--- src/rtl/sdram_port_arbiter.sv ---
// Round-robin front end for the SDRAM command engine: serialises client accesses to one
// operation at a time and slips an auto-refresh in ahead of clients at a fixed period.
module sdram_port_arbiter #(
    parameter int NUM_PORTS      = 4,
    parameter int ADDR_W         = 22,
    parameter int DATA_W         = 64,
    parameter int REFRESH_CYCLES = 780
) (
    input  logic                        iclk,
    input  logic                        ireset,
    input  logic                        iinit_done,
    input  logic [NUM_PORTS-1:0]        ireq,
    input  logic [NUM_PORTS-1:0]        iwe,
    input  logic [NUM_PORTS*ADDR_W-1:0] iaddr,
    input  logic [NUM_PORTS*DATA_W-1:0] iwdata,
    output logic [NUM_PORTS-1:0]        oack,
    output logic [DATA_W-1:0]           ordata,
    output logic [NUM_PORTS-1:0]        ogrant,
    output logic                        obusy,
    output logic                        orefresh_miss,
    output logic                        ocmd_req,
    output logic                        ocmd_we,
    output logic                        ocmd_refresh,
    output logic [ADDR_W-1:0]           ocmd_addr,
    output logic [DATA_W-1:0]           ocmd_wdata,
    input  logic                        icmd_fin,
    input  logic [DATA_W-1:0]           icmd_rdata
);

    localparam int PIDX_W = (NUM_PORTS > 1) ? $clog2(NUM_PORTS) : 1;
    localparam int CNT_W  = (REFRESH_CYCLES > 1) ? $clog2(REFRESH_CYCLES) : 1;
    localparam logic [CNT_W-1:0]     CNT_RELOAD = CNT_W'(REFRESH_CYCLES - 1);
    localparam logic [PIDX_W-1:0]    PTR_RESET  = PIDX_W'(NUM_PORTS - 1);
    localparam logic [NUM_PORTS-1:0] PORT0_HOT  = NUM_PORTS'(1);

    // state     | meaning
    // INIT_WAIT | back end not initialised, no grants
    // IDLE      | arbitrate refresh vs clients
    // ISSUE     | one-cycle command start pulse
    // WAIT_FIN  | back end executing, waiting for icmd_fin
    // ACK       | completion pulse to the served client
    typedef enum logic [2:0] {
        S_INIT_WAIT,
        S_IDLE,
        S_ISSUE,
        S_WAIT_FIN,
        S_ACK
    } state_t;

    state_t                 state_q;
    logic [PIDX_W-1:0]      ptr_q;
    logic [CNT_W-1:0]       ref_cnt_q, ref_cnt_d;
    logic                   ref_pend_q, ref_pend_d;
    logic                   miss_q, miss_d;
    logic [NUM_PORTS-1:0]   grant_q;
    logic [NUM_PORTS-1:0]   ack_q;
    logic [DATA_W-1:0]      rdata_q;
    logic                   busy_q;
    logic                   cmd_req_q;
    logic                   cmd_we_q;
    logic                   cmd_ref_q;
    logic [ADDR_W-1:0]      cmd_addr_q;
    logic [DATA_W-1:0]      cmd_wdata_q;

    logic                   expire;
    logic                   take_ref;
    logic                   pick_found;
    logic [PIDX_W-1:0]      pick_idx;
    logic [PIDX_W-1:0]      scan_idx;
    int                     scan_pos;

    logic [ADDR_W-1:0]      addr_arr  [NUM_PORTS];
    logic [DATA_W-1:0]      wdata_arr [NUM_PORTS];

    for (genvar p = 0; p < NUM_PORTS; p++) begin : g_unpack
        assign addr_arr[p]  = iaddr[p*ADDR_W +: ADDR_W];
        assign wdata_arr[p] = iwdata[p*DATA_W +: DATA_W];
    end

    // Scan starts one past the last granted port so every requester is reached within NUM_PORTS grants.
    always_comb begin
        pick_found = 1'b0;
        pick_idx   = '0;
        scan_pos   = 0;
        scan_idx   = '0;
        for (int i = 1; i <= NUM_PORTS; i++) begin
            scan_pos = int'(ptr_q) + i;
            if (scan_pos >= NUM_PORTS) begin
                scan_pos = scan_pos - NUM_PORTS;
            end
            scan_idx = PIDX_W'(scan_pos);
            if (!pick_found && ireq[scan_idx]) begin
                pick_found = 1'b1;
                pick_idx   = scan_idx;
            end
        end
    end

    // An expiry seen in IDLE is served the same cycle, so it beats any client request.
    always_comb begin
        expire    = iinit_done && (ref_cnt_q == '0);
        take_ref  = (state_q == S_IDLE) && (ref_pend_q || expire);
        ref_cnt_d = ref_cnt_q;
        if (iinit_done) begin
            ref_cnt_d = expire ? CNT_RELOAD : ref_cnt_q - 1'b1;
        end
        ref_pend_d = ref_pend_q;
        if (take_ref) begin
            ref_pend_d = expire && ref_pend_q;
        end else if (expire) begin
            ref_pend_d = 1'b1;
        end
        miss_d = miss_q || (expire && ref_pend_q);
    end

    always_ff @(posedge iclk) begin
        if (ireset) begin
            state_q     <= S_INIT_WAIT;
            ptr_q       <= PTR_RESET;
            ref_cnt_q   <= CNT_RELOAD;
            ref_pend_q  <= 1'b0;
            miss_q      <= 1'b0;
            grant_q     <= '0;
            ack_q       <= '0;
            rdata_q     <= '0;
            busy_q      <= 1'b0;
            cmd_req_q   <= 1'b0;
            cmd_we_q    <= 1'b0;
            cmd_ref_q   <= 1'b0;
            cmd_addr_q  <= '0;
            cmd_wdata_q <= '0;
        end else begin
            ref_cnt_q  <= ref_cnt_d;
            ref_pend_q <= ref_pend_d;
            miss_q     <= miss_d;
            ack_q      <= '0;
            cmd_req_q  <= 1'b0;
            case (state_q)
                S_INIT_WAIT: begin
                    if (iinit_done) begin
                        state_q <= S_IDLE;
                    end
                end
                S_IDLE: begin
                    if (take_ref) begin
                        state_q   <= S_ISSUE;
                        cmd_req_q <= 1'b1;
                        busy_q    <= 1'b1;
                        cmd_ref_q <= 1'b1;
                        cmd_we_q  <= 1'b0;
                        grant_q   <= '0;
                    end else if (pick_found) begin
                        state_q     <= S_ISSUE;
                        cmd_req_q   <= 1'b1;
                        busy_q      <= 1'b1;
                        cmd_ref_q   <= 1'b0;
                        cmd_we_q    <= iwe[pick_idx];
                        cmd_addr_q  <= addr_arr[pick_idx];
                        cmd_wdata_q <= wdata_arr[pick_idx];
                        grant_q     <= PORT0_HOT << pick_idx;
                        ptr_q       <= pick_idx;
                    end
                end
                S_ISSUE: begin
                    state_q <= S_WAIT_FIN;
                end
                S_WAIT_FIN: begin
                    if (icmd_fin) begin
                        state_q <= S_ACK;
                        if (!cmd_ref_q) begin
                            ack_q <= grant_q;
                            if (!cmd_we_q) begin
                                rdata_q <= icmd_rdata;
                            end
                        end
                    end
                end
                S_ACK: begin
                    state_q <= S_IDLE;
                    grant_q <= '0;
                    busy_q  <= 1'b0;
                end
                default: begin
                    state_q <= S_INIT_WAIT;
                end
            endcase
        end
    end

    assign oack          = ack_q;
    assign ordata        = rdata_q;
    assign ogrant        = grant_q;
    assign obusy         = busy_q;
    assign orefresh_miss = miss_q;
    assign ocmd_req      = cmd_req_q;
    assign ocmd_we       = cmd_we_q;
    assign ocmd_refresh  = cmd_ref_q;
    assign ocmd_addr     = cmd_addr_q;
    assign ocmd_wdata    = cmd_wdata_q;

endmodule

--- config.mk ---
export PLATFORM = sky130hd
export DESIGN_NAME = sdram_port_arbiter
export DESIGN_NICKNAME = d
export VERILOG_FILES = /design/src/rtl/sdram_port_arbiter.sv
export SDC_FILE = /design/constraint.sdc
export NUM_CORES = 1
export LEC_CHECK = 0
export BUFFER_PORTS_ARGS = -buffer_cell sky130_fd_sc_hd__buf_2
export CORE_AREA = 5 5 224 226
export DETAILED_ROUTE_END_ITERATION = 12
export DIE_AREA = 0 0 229 231
export SLEW_MARGIN = 15
export SYNTH_ARGS = -nofsm -noshare
export SYNTH_HDL_FRONTEND = slang
export SYNTH_SLANG_ARGS = --single-unit
--- constraint.sdc ---
create_clock -name iclk -period 5.4 [get_ports iclk]
set_clock_uncertainty 0.2 [all_clocks]
set_input_delay 0.54 -clock iclk [delete_from_list [all_inputs] [get_ports iclk]]
set_output_delay 0.54 -clock iclk [all_outputs]
set_load 0.05 [all_outputs]
* After elaboration in Yosys (flattened, before gate mapping)
Index checks and enable logic that the tools add are counted.
** Word-level totals
- Register bits after elaboration :: 179
- Output and inout port bits :: 163
- Word-level logic and storage cells :: 119
** Cells by class
- Add/sub/neg operators :: 9
- Magnitude comparators :: 10
- Equality and inequality tests :: 7
- Shift-type cells :: 1
- Mux-type cells :: 48
- Bitwise operators :: 7
- Reduce and logical (&&, ||, !) cells :: 23
** Operators by type and width (count)
- binary-select mux 64 bit (select 2 bit) :: 1
- two-way mux 64 bit :: 2
- binary-select mux 22 bit (select 2 bit) :: 1
- two-way mux 22 bit :: 2
- two-way mux 1 bit :: 19
- two-way mux 2 bit :: 8
- < comparator 2 x 3 -> 1 bit, second input constant :: 5
- case mux 3 bit (5 select lines) :: 1
- >= comparator 3 bit, second input constant :: 4
- two-way mux 3 bit :: 4
- binary-select mux 1 bit (select 2 bit) :: 5
- zero test 10 bit :: 1
- two-way mux 10 bit :: 1
- subtractor 10 x 1 -> 10 bit, second input constant :: 1
- two-way mux 4 bit :: 2
- case mux 4 bit (2 select lines) :: 1
- subtractor 2 x 1 -> 2 bit, second input constant :: 4
- adder 2 x 2 -> 3 bit, second input constant :: 2
- == test 3 x 2 -> 1 bit, second input constant :: 2
- logical AND 1 bit :: 6
- NOT 1 bit :: 6
- AND reduction 3 bit :: 2
- nonzero test 2 bit :: 3
- adder 2 x 3 -> 4 bit, second input constant :: 1
- other kinds (16) :: 21

* Longest topological paths before layout
- Depth in word-level cells :: 19
- Mapped depth :: 9
- Depth with buffers taken out :: 6

* Least setup slack after synthesis
OpenSTA, ideal clock, no wires.
- Path kind :: input to register
- Start :: input ireq[2]
- End :: register state_q[0]
- Arrival time :: 2032 ps
- Path slack :: 3065 ps
- Cell stages on the path :: 5
- Path buffers :: 1
- Path through :: buf_6 > or4_4 > or3_4 > o21a_1 > a2111oi_2
** Between the ends
- Longest elaborated chain between the ends :: 14
** Ends and longest elaborated chain
- start: declaration :: RTL line 12 : input logic [NUM_PORTS-1:0] ireq,
- binary-select mux 1 bit (select 2 bit) :: RTL line 92 : if (!pick_found && ireq[scan_idx]) begin
- two-way mux 1 bit (implied by the code) :: RTL line 92
- two-way mux 1 bit :: RTL line 92
- zero test 1 bit :: RTL line 92
- logical AND 1 bit :: RTL line 92
- two-way mux 1 bit :: RTL line 92
- zero test 1 bit :: RTL line 92
- logical AND 1 bit :: RTL line 92
- two-way mux 1 bit :: RTL line 92
- zero test 1 bit :: RTL line 92
- logical AND 1 bit :: RTL line 92
- two-way mux 1 bit * :: RTL line 92
- inequality test 3 bit (no source line) *
- AND reduction 3 bit (no source line) *
- end signal: assignment :: RTL line 118 : state_q <= S_INIT_WAIT;
- end signal: assignment :: RTL line 141 : state_q <= S_IDLE;
- end signal: assignment :: RTL line 146 : state_q <= S_ISSUE;
- end: declaration :: RTL line 50 : state_t state_q;
Every way passes the cells marked *; elsewhere a longest branch is shown, timed or not. The select of a mux whose other input is x is not followed.
A chain may end at the register's enable or synchronous reset.

* Worst setup path in the final report
- Start :: register ptr_q[0]
- End :: register cmd_wdata_q[49] (netlist: ocmd_wdata[49])
** Between the ends
- Longest elaborated chain between the ends :: 19
** Ends and longest elaborated chain
- start: declaration :: RTL line 51 : logic [PIDX_W-1:0] ptr_q;
- start signal: assignment :: RTL line 161 : ptr_q <= pick_idx;
- adder 2 x 1 -> 3 bit :: RTL line 87 : scan_pos = int'(ptr_q) + i;
- >= comparator 3 bit or subtractor 2 x 1 -> 2 bit (tied branches) :: RTL line 88, 89
- two-way mux 2 bit :: RTL line 88 : if (scan_pos >= NUM_PORTS) begin
- binary-select mux 1 bit (select 2 bit) :: RTL line 92
- two-way mux 1 bit (implied by the code) :: RTL line 92
- two-way mux 1 bit :: RTL line 92
- zero test 1 bit :: RTL line 92
- logical AND 1 bit :: RTL line 92
- [... 2 more ...]
- logical AND 1 bit :: RTL line 92
- two-way mux 1 bit :: RTL line 92
- zero test 1 bit :: RTL line 92
- logical AND 1 bit :: RTL line 92
- two-way mux 2 bit :: RTL line 92
- NOT 2 -> 3 bit (implied by the code) :: RTL line 159 : cmd_wdata_q <= wdata_arr[pick_idx];
- binary-select mux 64 bit (select 2 bit) :: RTL line 159
- two-way mux 64 bit (implied by the code) (2 in a row) :: RTL line 159
- end signal: assignment :: RTL line 159
- end: declaration :: RTL line 63 : logic [DATA_W-1:0] cmd_wdata_q;
Parallel ways exist; a longest one is shown, timed or not. The select of a mux whose other input is x is not followed.

==> impl_metrics.csv <==
group,metric,value,unit
run_status,status,"completed",
final_layout,final_area,0.0118,mm2
cts,cts_root_buf,"clkbuf_16",
sta,rsz0062_at_grt,"false",
final_layout,final_util,0.244,
sta,drv_slew,0,
routing,drc,0,
cts,cts_tree,"built",
cts,clockBufferDepth,2,
yosys,ys.flop_type,"dfxtp_1",
routing,wl_per_cell,18.1,um
critical_path,crit_fanout,63,
place,globalplace.congestion,0.918,
critical_path,cp_slowest_stage_delay,630,ps
floorplan,coreArea,0.0481,mm2
yosys,syn_nets,1350,
critical_path,critical_path.cell_chain,"nand2_1, a211oi_1, a31o_4, buf_4, a222oi_1, a311oi_1",
cts,clock-sinks,179,
cts,cts_setup_buffers,0,
final_layout,layout_commonest_cell,"buf_2",
critical_path,crit_slowest_cell,"buf_4",
pwr,leakagePower,0.00515,uW
floorplan,io_pins,583,
yosys,synth_cell_types,45,
sta,worst_slew_pin_slew,1050,ps
cts,htree_levels,4,
routing,num_vias,9502,
routing,dr.pass1.iters,10,
routing,finalWirelength,37.7,mm
sta,hold_viol_final,0,
grt,antenna_found_initial,9,
yosys,ys_ff_latch,179,
floorplan,start_util,0.161,
pwr,power,3950,uW
final_layout,nNetsFinal,1865,
pwr,powerDensity,336,mW/mm2
yosys,ys_async_sr_fraction,0,
cts,path_clk_slew,70,ps
place,portBuffers,582,
sta,finalSetupViolCount,0,
floorplan,die_h,231,um
cts,post_cts_resized,0,
sta,clock.fmax,348,MHz
sta,whs,107,ps
critical_path,arrival,3040,ps
yosys,synthCells,928,
floorplan,fp.dieArea,0.0529,mm2
final_layout,layout_common_cells,"buf_2 (581), nand2_1 (237), dfxtp_1 (179)",
yosys,synth_warnings,0,
critical_path,path_delay_family,"compound AO/OA/AOI/OAI gates",
sta,final.setup.tns,0,ps
routing,avgViaCountPerCell,4.57,
sta,slew_headroom,0.298,
grt,grt_pass1_vias,9226,
place,placed_area,0.0112,mm2
yosys,synth_area_per_cell,8.38,um2
grt,grt_usage,0.136,
pwr,peakVddDrop,0.000184,V
yosys,synth_area,0.00777,mm2
critical_path,crit_required,5570,ps
critical_path,worstSetupPathType,"reg -> reg",
critical_path,critPathLaunchType,"flip-flop",
worst_hold_path,hp-class,"in -> reg",
routing,drt_iter0_drc,879,
flow_run,max_cap_viol_count,0,
routing,final_antenna_net_count,0,
final_layout,syn_to_final_growth,51.2,%
yosys,synth-edff-count,0,
critical_path,worstSetupEndpointType,"flip-flop",
cts,cts_made_buffers,17,
place,place_hpwl,29.2,mm
floorplan,dieWidth,229,um
floorplan,rows,81,
grt,grt_pass1_wl,55.5,mm
critical_path,crit_buf_inv,1,
grt,grt_overflow,0,
final_layout,drive_gt1_frac,0.434,
sta,period_needed,2870,ps
yosys,ys_seq_area_frac,0.461,
cts,insertion_delay,470,ps
sta,finalCritPeriodShare,0.531,
grt,grt_start_max_net_pins,173,
cts,ctsHoldBuffers,0,
==> logic make-up after synthesis <==
| kind of cell | share of synthesized area |
|---|---|
| AO/OA/AOI/OAI | 0.280 |
| buffers and inverters | 0.0546 |
| flip-flops | 0.461 |
| AND/OR/NAND/NOR | 0.192 |
| XOR/XNOR | 0.00901 |
| adder cells (fa/ha/maj) | 0.00322 |
==> cell type report <==
cell class / instances / area, um2
Fill cell: 5301 / 36400
Clock buffer: 18 / 429
Clock inverter: 13 / 125
Sequential cell: 179 / 3580
Multi-Input combinational cell: 649 / 3820
Tap cell: 622 / 778
Timing Repair Buffer: 590 / 2990
Antenna cell: 3 / 7.51
Inverter: 6 / 22.5
==> metrics by stage <==
stage | setup WS [ps] | instances
global placement | 2350 | 2046
floorplan | 3060 | 928
detailed placement | 2280 | 2046
finish | 2530 | 2080
CTS | 2510 | 2077
global route | 2280 | 2080
==> registers in the layout, indices dropped and copies added (netlist names) <==
signal / flops
obusy: 1
oack: 4
ocmd_req: 1
ocmd_we: 1
ref_cnt_q: 10
ref_pend_q: 1
ocmd_wdata: 64
orefresh_miss: 1
ordata: 64
ptr_q: 2
ocmd_addr: 22
state_q: 3
ogrant: 4
ocmd_refresh: 1
==> synth_stat cells, types with 2 or more instances <==
cell type	number	area [um2]
a211oi_1	2	15.0
a21oi_1	71	355
a221o_1	2	20.0
a222oi_1	86	861
a311oi_1	87	762
a32o_1	4	40.0
and2_1	4	25.0
and3_1	2	12.5
buf_2	29	145
clkbuf_1	62	233
dfxtp_1	179	3580
ha_1	2	25.0
inv_1	6	22.5
nand2_1	237	890
nand2b_1	4	25.0
nor2_1	101	379
nor2b_1	2	12.5
nor3_1	5	25.0
nor4_1	4	25.0
o21ai_0	7	35.0
or4_1	2	15.0
xnor2_1	4	35.0
xor2_1	4	35.0
==> final timing paths <==
kind / start / endpoint / slack [ps] / cells after the start
min: icmd_rdata[23] / ordata[23]$_SDFFE_PP0P_ / 110 / 3
max reg2reg: ptr_q[0]$_SDFFE_PP1P_ / ocmd_wdata[49]$_SDFFE_PP0P_ / 2530 / 6
min reg2reg: ordata[59]$_SDFFE_PP0P_ / ordata[59]$_SDFFE_PP0P_ / 250 / 2
max: ptr_q[0]$_SDFFE_PP1P_ / ocmd_wdata[49]$_SDFFE_PP0P_ / 2530 / 6
==> power by group <==
group	leakage (uW)	internal, uW	switching [uW]	total [uW]
combinational	0.00343	375	852	1230
clock	0.000262	638	580	1220
sequential	0.00146	1440	67.6	1500
total	0.00515	2450	1500	3950
==> per-layer routing <==
metal,vias to the layer above,global-route usage,routed length [um]
met1,4365,0.153,14300
met3,62,0.0513,3640
met2,543,0.231,18400
li1,4522,-,-
met4,10,0.0600,1330
met5,-,0,69
==> worst register-to-register path, stage by stage, from the launching register on <==
cell and delay [ps]:
dfxtp_1 460, nand2_1 80, a211oi_1 330, a31o_4 370, buf_4 650, a222oi_1 360, a311oi_1 330
Power figures use the tool's default switching activity.
